===== src/rtl/cpu_datapath.sv =====
// Single-bus CPU datapath slice: PC, IR, R0 and R1 share one internal bus.
// Bus and conflict flag are combinational; all registers update on the rising clock.
module cpu_datapath #(
    parameter int unsigned WIDTH = 32
) (
    input  logic             clock,
    input  logic             clear,
    input  logic             pci,
    input  logic             pco,
    input  logic             iri,
    input  logic             iro,
    input  logic [WIDTH-1:0] pc,
    input  logic [WIDTH-1:0] pc_immediate,
    input  logic [WIDTH-1:0] ir,
    input  logic [WIDTH-1:0] ir_immediate,
    input  logic             r0i,
    input  logic             r0o,
    input  logic             r1i,
    input  logic             r1o,
    output logic [WIDTH-1:0] bus,
    output logic [WIDTH-1:0] pc_q,
    output logic [WIDTH-1:0] ir_q,
    output logic [WIDTH-1:0] r0_q,
    output logic [WIDTH-1:0] r1_q,
    output logic             bus_conflict
);

    logic [WIDTH-1:0] pc_d;
    logic [WIDTH-1:0] ir_d;
    logic [WIDTH-1:0] r0_d;
    logic [WIDTH-1:0] r1_d;
    logic [2:0]       drive_count;

    // Fixed source priority so a conflict still yields a defined bus value
    always_comb begin
        bus = '0;
        if (pco) begin
            bus = pc_q;
        end else if (iro) begin
            bus = ir_q;
        end else if (r0o) begin
            bus = r0_q;
        end else if (r1o) begin
            bus = r1_q;
        end
    end

    always_comb begin
        drive_count  = 3'(pco) + 3'(iro) + 3'(r0o) + 3'(r1o);
        bus_conflict = (drive_count > 3'd1);
    end

    // clear overrides every load strobe in the same cycle
    always_comb begin
        pc_d = pc_q;
        ir_d = ir_q;
        r0_d = r0_q;
        r1_d = r1_q;
        if (clear) begin
            pc_d = pc;
            ir_d = ir;
            r0_d = '0;
            r1_d = '0;
        end else begin
            if (pci) pc_d = pc_immediate;
            if (iri) ir_d = ir_immediate;
            if (r0i) r0_d = bus;
            if (r1i) r1_d = bus;
        end
    end

    always_ff @(posedge clock) begin
        pc_q <= pc_d;
        ir_q <= ir_d;
        r0_q <= r0_d;
        r1_q <= r1_d;
    end

endmodule


===== config.mk =====
export PLATFORM = sky130hd
export DESIGN_NAME = cpu_datapath
export DESIGN_NICKNAME = d
export VERILOG_FILES = /design/src/rtl/cpu_datapath.sv
export SDC_FILE = /design/constraint.sdc
export NUM_CORES = 1
export LEC_CHECK = 0
export CELL_PAD_IN_SITES_DETAIL_PLACEMENT = 2
export CELL_PAD_IN_SITES_GLOBAL_PLACEMENT = 2
export CORE_MARGIN = 2
export CORE_UTILIZATION = 25
export CTS_BUF_LIST = sky130_fd_sc_hd__clkbuf_8 sky130_fd_sc_hd__clkbuf_16
export DETAILED_ROUTE_END_ITERATION = 10
export HOLD_SLACK_MARGIN = 0.05
export MAX_ROUTING_LAYER = met4
export PLACE_DENSITY_LB_ADDON = 0.3
export SLEW_MARGIN = 20
export SYNTH_ARGS = -nofsm -noshare
export SYNTH_HDL_FRONTEND = slang
export SYNTH_SLANG_ARGS = --single-unit

===== constraint.sdc =====
create_clock -name clock -period 2 [get_ports clock]
set_clock_uncertainty 0.15 [all_clocks]
set_input_delay 0.4 -clock clock [delete_from_list [all_inputs] [get_ports clock]]
set_output_delay 0.4 -clock clock [all_outputs]
set_load 0.05 [all_outputs]

==> results of run 1 <==
routing by layer:
metal	track usage [%]	vias up	share of wire (%)
met3	4.84	29	4.9
li1	-	2824	-
met5	-	-	0
met4	5.83	0	1.5
met1	23.9	3109	39
met2	39.6	206	55
stage by stage:
stage          cells  power, mW
2_1_floorplan    540       5.01
3_3_place_gp    1195       6.41
3_5_place_dp    1195       6.51
4_1_cts         1235       10.2
5_1_grt         1253       10.5
6_report        1253       10.2
cells by family (layout without fill, tap and decap cells):
family	Yosys count	in the layout
multiplexers	64	64
AO/OA/AOI/OAI	129	129
AND/OR/NAND/NOR	162	162
adder cells (fa/ha/maj)	1	1
flip-flops	128	128
buffers and inverters	56	439
final timing paths:
kind / startpoint / to / slack (ns)
max: r0_q[9] / bus[9] / -0.01
min: clear / r0_q[26] / 0.35
max reg2reg: r1_q[11] / r0_q[11] / 0.45
min reg2reg: r1_q[17] / r1_q[17] / 0.36
synth_stat cells (5+ instances only):
| cell | count |
|---|---|
| sky130_fd_sc_hd__a311oi_1 | 64 |
| sky130_fd_sc_hd__dfxtp_1 | 64 |
| sky130_fd_sc_hd__buf_2 | 17 |
| sky130_fd_sc_hd__o221ai_2 | 30 |
| sky130_fd_sc_hd__mux2_2 | 64 |
| sky130_fd_sc_hd__and3b_1 | 32 |
| sky130_fd_sc_hd__buf_4 | 7 |
| sky130_fd_sc_hd__clkbuf_1 | 20 |
| sky130_fd_sc_hd__a21o_1 | 32 |
| sky130_fd_sc_hd__nor2_1 | 64 |
| sky130_fd_sc_hd__buf_6 | 5 |
| sky130_fd_sc_hd__nand2_1 | 64 |
| sky130_fd_sc_hd__edfxtp_1 | 64 |
what timing repair did:
action	CTS	global route
resized for setup	35	44
setup buffers	6	18
pin swaps	19	46
gates cloned	2	0
endpoints found under the setup margin	33	32
sequential cells by signal, indices dropped and copies added, names as in the netlist:
name  count
ir_q     32
r0_q     32
r1_q     32
pc_q     32
power groups by stage:
stage | combinational [mW] | clock, mW | sequential, mW
after floorplan | 0.900 | 0 | 4.11
after global placement | 3.12 | 0 | 3.29
after detailed placement | 3.20 | 0 | 3.31
after CTS | 3.27 | 3.66 | 3.26
after global routing | 3.47 | 3.77 | 3.29
final | 3.33 | 3.59 | 3.26
layout make-up:
type | instances | area [um2] | area share [%]
inverter | 4 | 25.0 | 0.223
sequential | 128 | 3230 | 28.8
clock buffer | 17 | 425 | 3.79
clock inverter | 15 | 243 | 2.17
multi-input combinational | 356 | 2930 | 26.1
timing repair buffer | 403 | 3950 | 35.3
tap | 330 | 413 | 3.68
worst register-to-register path, delay by kind of cell (launching register included):
kind            cells  cell delay (ns)
simple gates        1             0.23
buf+inv             2             0.29
flops               1             0.34
compound gates      2             0.44
==> flow_metrics.py, run 1 <==
metrics = {
    "yosys": {
        "synth-xor-area-share_pct": 0,
        "async_flop_share_pct": 0,
        "postSynth.topFlopCell": "sky130_fd_sc_hd__edfxtp_1",
        "net_count_after_synthesis": 679,
        "seq_area_frac_synth_pct": 50.9,
        "synthCells": 540,
        "synth-adder-area-share_pct": 0.318,
        "synth_top_area_share_pct": 30.6,
        "ys_seq_elements": 128,
        "syn-mean-instance-area_um2": 11.6,
        "post_synth_main_area_contributors": "sky130_fd_sc_hd__edfxtp_1 (31%), sky130_fd_sc_hd__dfxtp_1 (20%), sky130_fd_sc_hd__mux2_2 (11%)",
        "post-synth-top-area-cell": "sky130_fd_sc_hd__edfxtp_1",
        "muxShareOfSynthArea_pct": 11.5,
        "dominant_combinational_cell_family_by_area_after_synthesis": "compound AO/OA/AOI/OAI gates",
        "synth-edff-count": 64,
        "synth-warning-count": 0,
        "post_synth_num_cell_types": 21,
        "synth_compound_area_share_pct": 20.3,
        "synthesized_area_um2": 6290,
        "synth-simple-area-share_pct": 12.3,
    },
    "power_and_ir_drop": {
        "power.switching_fraction_pct": 34.0,
        "sequentialPowerShare_pct": 32.0,
        "leakagePower_nw": 4.74,
        "ir_worst_vdd_uv": 392,
        "powerDensity_nw_per_um2": 908,
        "total_switching_power_mw": 3.46,
        "combPwrFrac_pct": 32.7,
        "power_report.internal_total_mw": 6.72,
        "clkPwrFrac_pct": 35.3,
    },
    "critical_path": {
        "cp_top_family": "compound AO/OA/AOI/OAI gates",
        "slowest_stage": "sky130_fd_sc_hd__dfxtp_1",
        "worstPathMaxFanout": 3,
        "r2r_cells": 5,
        "critPathBufInv": 1,
        "timing.critical_path.cells": "a21o_1 > o221ai_2 > nand2_2 > buf_12",
        "crit_type": "reg -> out",
        "timing.critical_path.from_type": "flop",
        "cp_data_arrival_time_ns": 1.46,
        "cpPeakStageDelay_ns": 0.32,
        "path_depth": 4,
        "worstPathRequired_ns": 1.45,
        "critical_path.endpoint_type": "output pin",
    },
    "clock_tree": {
        "cts_hold_repair.buffers": 0,
        "clock-sinks": 128,
        "tritoncts_clock_tree": "done",
        "htreeDepth": 4,
        "number_of_cts_inserted_buffers": 17,
        "worst_setup_hold_path_clk_slew_ns": 0.06,
        "clock_latency_ns": 0.42,
        "clockBufferDepth": 2,
        "root_buffer": "sky130_fd_sc_hd__clkbuf_16",
    },
    "run": {
        "max_cap_viol_count": 0,
    },
    "global_route": {
        "grt_remaining_overflow": 0,
        "grt_first_pass_wirelength_mm": 42.2,
        "grt_use_total_pct": 21.7,
        "grt_max_degree": 65,
        "grt_antenna_before_repair": 0,
        "first_global_vias": 7116,
    },
    "route": {
        "vias_per_cell": 4.92,
        "detail-route-antenna-nets": 0,
        "total_iterations_of_the_first_detailed_routing_run": 4,
        "wl_per_cell_um": 22.7,
        "total_wire_length_mm": 28.5,
        "drc_errors": 0,
        "via_count": 6168,
        "detail_route.iter0.violations": 146,
    },
    "cells_and_area": {
        "layout_commonest_cell": "sky130_fd_sc_hd__buf_4",
        "fin_nets": 1049,
        "area_growth_syn_to_layout_pct": 78.3,
        "drive_above_1_share_pct": 49.3,
        "num-fill-cells": 2544,
        "post-route-cell-area_um2": 11200,
        "post-route-util_pct": 44.9,
        "antennaDiodeCount": 0,
        "layout.cells.most_common_list": "sky130_fd_sc_hd__buf_4 (218), sky130_fd_sc_hd__clkdlybuf4s50_1 (130)",
    },
    "placement": {
        "port_buffers": 298,
        "placement.cell_area_um2": 10100,
        "routabilityCongestion": 0.728,
        "preCtsSetupSlack_ns": -0.535,
        "place.detailed.hpwl_mm": 19.9,
    },
    "sta": {
        "relSlewSlack_pct": 76.8,
        "min_period_ns": 2.01,
        "finalMaxSlewViolations": 0,
        "hold_viol": 0,
        "hold_ws_ns": 0.350,
        "max_clock_freq_mhz": 497,
        "setup_viol_count_final": 1,
        "final.period_utilization_pct": 101,
        "rsz0062_at_grt": "true",
        "timing.setup.tns_ns": -0.0116,
        "worstMarginPinSlew_ns": 0.348,
        "post_route_worst_setup_slack_ns": -0.0116,
    },
    "floorplanning": {
        "start_util_pct": 25.2,
        "dieHeight_um": 163,
        "row_count": 58,
        "coreArea_um2": 25000,
        "fp.dieArea_um2": 26400,
        "dieWidth_um": 163,
        "io_pins": 299,
    },
    "hold_path": {
        "worst_hold_path.num_cells": 3,
        "min_path_type": "in -> reg",
    },
    "outcome": {
        "failed_checks": "negative setup slack",
        "run_status": "finished with violations",
    },
}
No activity file was read; power rests on OpenSTA's default activity.
==> run 2: changes to the inputs <==
Settings changed: ABC_AREA set to 1, CORE_UTILIZATION 25 to 22, CTS_BUF_LIST sky130_fd_sc_hd__clkbuf_8 sky130_fd_sc_hd__clkbuf_16 to sky130_fd_sc_hd__clkbuf_4 sky130_fd_sc_hd__clkbuf_8 sky130_fd_sc_hd__clkbuf_16.
==> flow_metrics.py, run 2 <==
metrics = {
    "sta": {
        "hold_viol": 0,
        "final.period_utilization_pct": 99.5,
        "timing.setup.tns_ns": 0,
        "hold_ws_ns": 0.273,
        "max_clock_freq_mhz": 503,
        "finalMaxSlewViolations": 0,
        "worstMarginPinSlew_ns": 0.579,
        "setup_viol_count_final": 0,
        "relSlewSlack_pct": 61.4,
        "post_route_worst_setup_slack_ns": 0.0107,
        "min_period_ns": 1.99,
        "rsz0062_at_grt": "true",
    },
    "critical_path": {
        "worst_setup_path_endpoint": "bus[18]",
        "worstPathRequired_ns": 1.45,
        "crit_type": "reg -> out",
        "critical_path_startpoint": "ir_q[18]",
        "r2r_cells": 8,
        "critical_path.endpoint_type": "output pin",
        "r2r_start": "ir_q[18]",
        "cp_data_arrival_time_ns": 1.44,
        "worstPathMaxFanout": 2,
        "cpPeakStageDelay_ns": 0.48,
        "timing.rr.end": "r1_q[18]",
        "setup.reg_to_reg.worst_slack_ns": 0.56,
        "timing.critical_path.from_type": "flop",
        "timing.critical_path.mode_cell": "sky130_fd_sc_hd__nand2_2",
        "slowest_stage": "sky130_fd_sc_hd__edfxtp_1",
        "timing.critical_path.cells": "nor2_4 > nor2_2 > nand2_2 > nand2_2 > buf_12",
    },
    "yosys": {
        "syn-mean-instance-area_um2": 7.20,
        "synthCells": 965,
        "ys_seq_elements": 128,
        "synth_top_area_share_pct": 27.7,
        "seq_area_frac_synth_pct": 46.1,
        "synthesized_area_um2": 6950,
        "postSynth.topFlopCell": "sky130_fd_sc_hd__edfxtp_1",
        "synth_top_cells_by_count": "sky130_fd_sc_hd__nand2_1 (355), sky130_fd_sc_hd__nor2_1 (134), sky130_fd_sc_hd__nand3_1 (96)",
        "post-synth-top-count-cell": "sky130_fd_sc_hd__nand2_1",
        "post_synth_num_cell_types": 21,
        "post-synth-top-area-cell": "sky130_fd_sc_hd__edfxtp_1",
        "synth-edff-count": 64,
        "post_synth_main_area_contributors": "sky130_fd_sc_hd__edfxtp_1 (28%), sky130_fd_sc_hd__nand2_1 (19%), sky130_fd_sc_hd__dfxtp_1 (18%)",
        "async_flop_share_pct": 0,
        "net_count_after_synthesis": 1104,
        "synth-warning-count": 0,
    },
    "floorplanning": {
        "row_count": 65,
        "dieWidth_um": 182,
        "io_pins": 299,
        "dieHeight_um": 182,
        "start_util_pct": 22.2,
        "fp.dieArea_um2": 33000,
        "coreArea_um2": 31300,
    },
    "power_and_ir_drop": {
        "sequentialPowerShare_pct": 33.1,
        "ir_worst_vdd_uv": 552,
        "power_report.internal_total_mw": 6.14,
        "leakagePower_nw": 5.47,
        "clkPwrFrac_pct": 32.9,
        "combPwrFrac_pct": 34.0,
        "powerDensity_nw_per_um2": 879,
        "total_switching_power_mw": 3.71,
        "power.switching_fraction_pct": 37.7,
    },
    "cells_and_area": {
        "drive_above_1_share_pct": 28.2,
        "fin_nets": 1407,
        "num-fill-cells": 3621,
        "post-route-cell-area_um2": 11200,
        "area_growth_syn_to_layout_pct": 61.1,
        "layout_commonest_cell": "sky130_fd_sc_hd__nand2_1",
        "layout.cells.most_common_list": "sky130_fd_sc_hd__nand2_1 (337), sky130_fd_sc_hd__buf_4 (161), sky130_fd_sc_hd__nor2_1 (133)",
        "post-route-util_pct": 35.8,
    },
    "placement": {
        "port_buffers": 298,
        "placement.cell_area_um2": 10300,
        "preCtsSetupSlack_ns": -0.0246,
        "place.detailed.hpwl_mm": 21.9,
        "routabilityCongestion": 0.776,
    },
    "hold_path": {
        "min_path_type": "in -> reg",
    },
    "route": {
        "detail-route-antenna-nets": 0,
        "wl_per_cell_um": 18.4,
        "total_iterations_of_the_first_detailed_routing_run": 4,
        "total_wire_length_mm": 30.9,
        "via_count": 7372,
        "detail_route.iter0.violations": 231,
        "drc_errors": 0,
        "vias_per_cell": 4.38,
    },
    "outcome": {
        "run_status": "completed",
    },
    "clock_tree": {
        "tritoncts_clock_tree": "done",
        "number_of_cts_inserted_buffers": 17,
        "worst_setup_hold_path_clk_slew_ns": 0.07,
        "cts_hold_repair.buffers": 0,
        "clockBufferDepth": 2,
        "root_buffer": "sky130_fd_sc_hd__clkbuf_16",
        "htreeDepth": 4,
        "clock-sinks": 128,
        "clock_latency_ns": 0.42,
    },
    "global_route": {
        "grt_remaining_overflow": 0,
        "grt_use_total_pct": 19.1,
        "grt_max_degree": 65,
        "grt_antenna_before_repair": 2,
        "first_global_vias": 7905,
        "grt_first_pass_wirelength_mm": 46.8,
    },
    "run": {
        "max_cap_viol_count": 0,
    },
}
## run 2: cell count changes in the layout (fill, tap and decap cells not counted), sizes merged, moves of 32 or more
cell,before,now
a311oi,64,0
o221ai,32,0
mux2,64,0
buf,273,213
nand2,64,384
inv,7,74
nor2,64,192
a21oi,0,32
a21o,32,0
nand3,0,96
and3b,32,0
## run 2: how the worst min path moves through the flow
stage                          from        to  cells past startpoint
floorplan           ir_immediate[0]   ir_q[0]                      2
CTS                           clear   ir_q[4]                      3
finish                        clear   ir_q[4]                      3
detailed placement          r0_q[5]   r0_q[5]                      4
global route                  clear   ir_q[4]                      3
global placement           r1_q[11]  r1_q[11]                      4
## run 2: metal layers
| metal | up-vias | wire length [um] | part of all wire (%) | global-route usage (%) |
|---|---|---|---|---|
| li1 | 3594 | - | - | - |
| met1 | 3597 | 13500 | 43 | 22.7 |
| met2 | 168 | 15800 | 51 | 34.0 |
| met3 | 13 | 1310 | 4.2 | 3.29 |
| met4 | 0 | 323 | 1.0 | 4.03 |
| met5 | - | 0 | 0 | - |
## run 2: through the flow
stage | total power, mW | cells
after floorplan | 5.17 | 965
after global placement | 6.55 | 1628
after detailed placement | 6.60 | 1628
after CTS | 9.92 | 1667
after global routing | 10.3 | 1685
final | 9.84 | 1685
## run 2: worst max-delay path, delay by kind of cell, from the launching register on
family                 cells  cell delay, ns
and+or+nand+nor            4            0.38
DFF                        1            0.48
buffers and inverters      1            0.15
## run 2: power by group through the flow
stage | sequential (mW) | clock (mW) | combinational, mW
after global placement | 3.31 | 0 | 3.24
after detailed placement | 3.32 | 0 | 3.28
after floorplan | 4.11 | 0 | 1.06
after global routing | 3.29 | 3.43 | 3.55
after CTS | 3.26 | 3.33 | 3.33
final | 3.26 | 3.24 | 3.35
## run 2: area by class of cell
class	count	area, um2	area share [%]
timing repair buffer	344	3500	31.2
sequential	128	3200	28.6
multi-input combinational	708	3140	28.0
tap	402	503	4.49
clock buffer	18	433	3.87
inverter	69	269	2.40
clock inverter	14	154	1.37
antenna	2	5.00	0.0447
## run 2: cells by family after synthesis
group	synth area share (%)
simple gates	41.3
buf+inv	9.87
flops	46.1
compound gates	2.43
fa+ha+maj	0.288
## run 2: repair_timing
action / CTS / global route
pin swaps: 13 / 28
setup buffers: 7 / 15
gates resized for setup: 15 / 14
endpoints found under the setup margin: 15 / 30
hold endpoints to repair: 0 / 0
gates cloned: 0 / 1
==> run 3: changes to the inputs <==
Settings changed: CAP_MARGIN set to 5.
==> results of run 3 <==
Same layout as run 2: the final DEF is identical, and so are final timing and power.
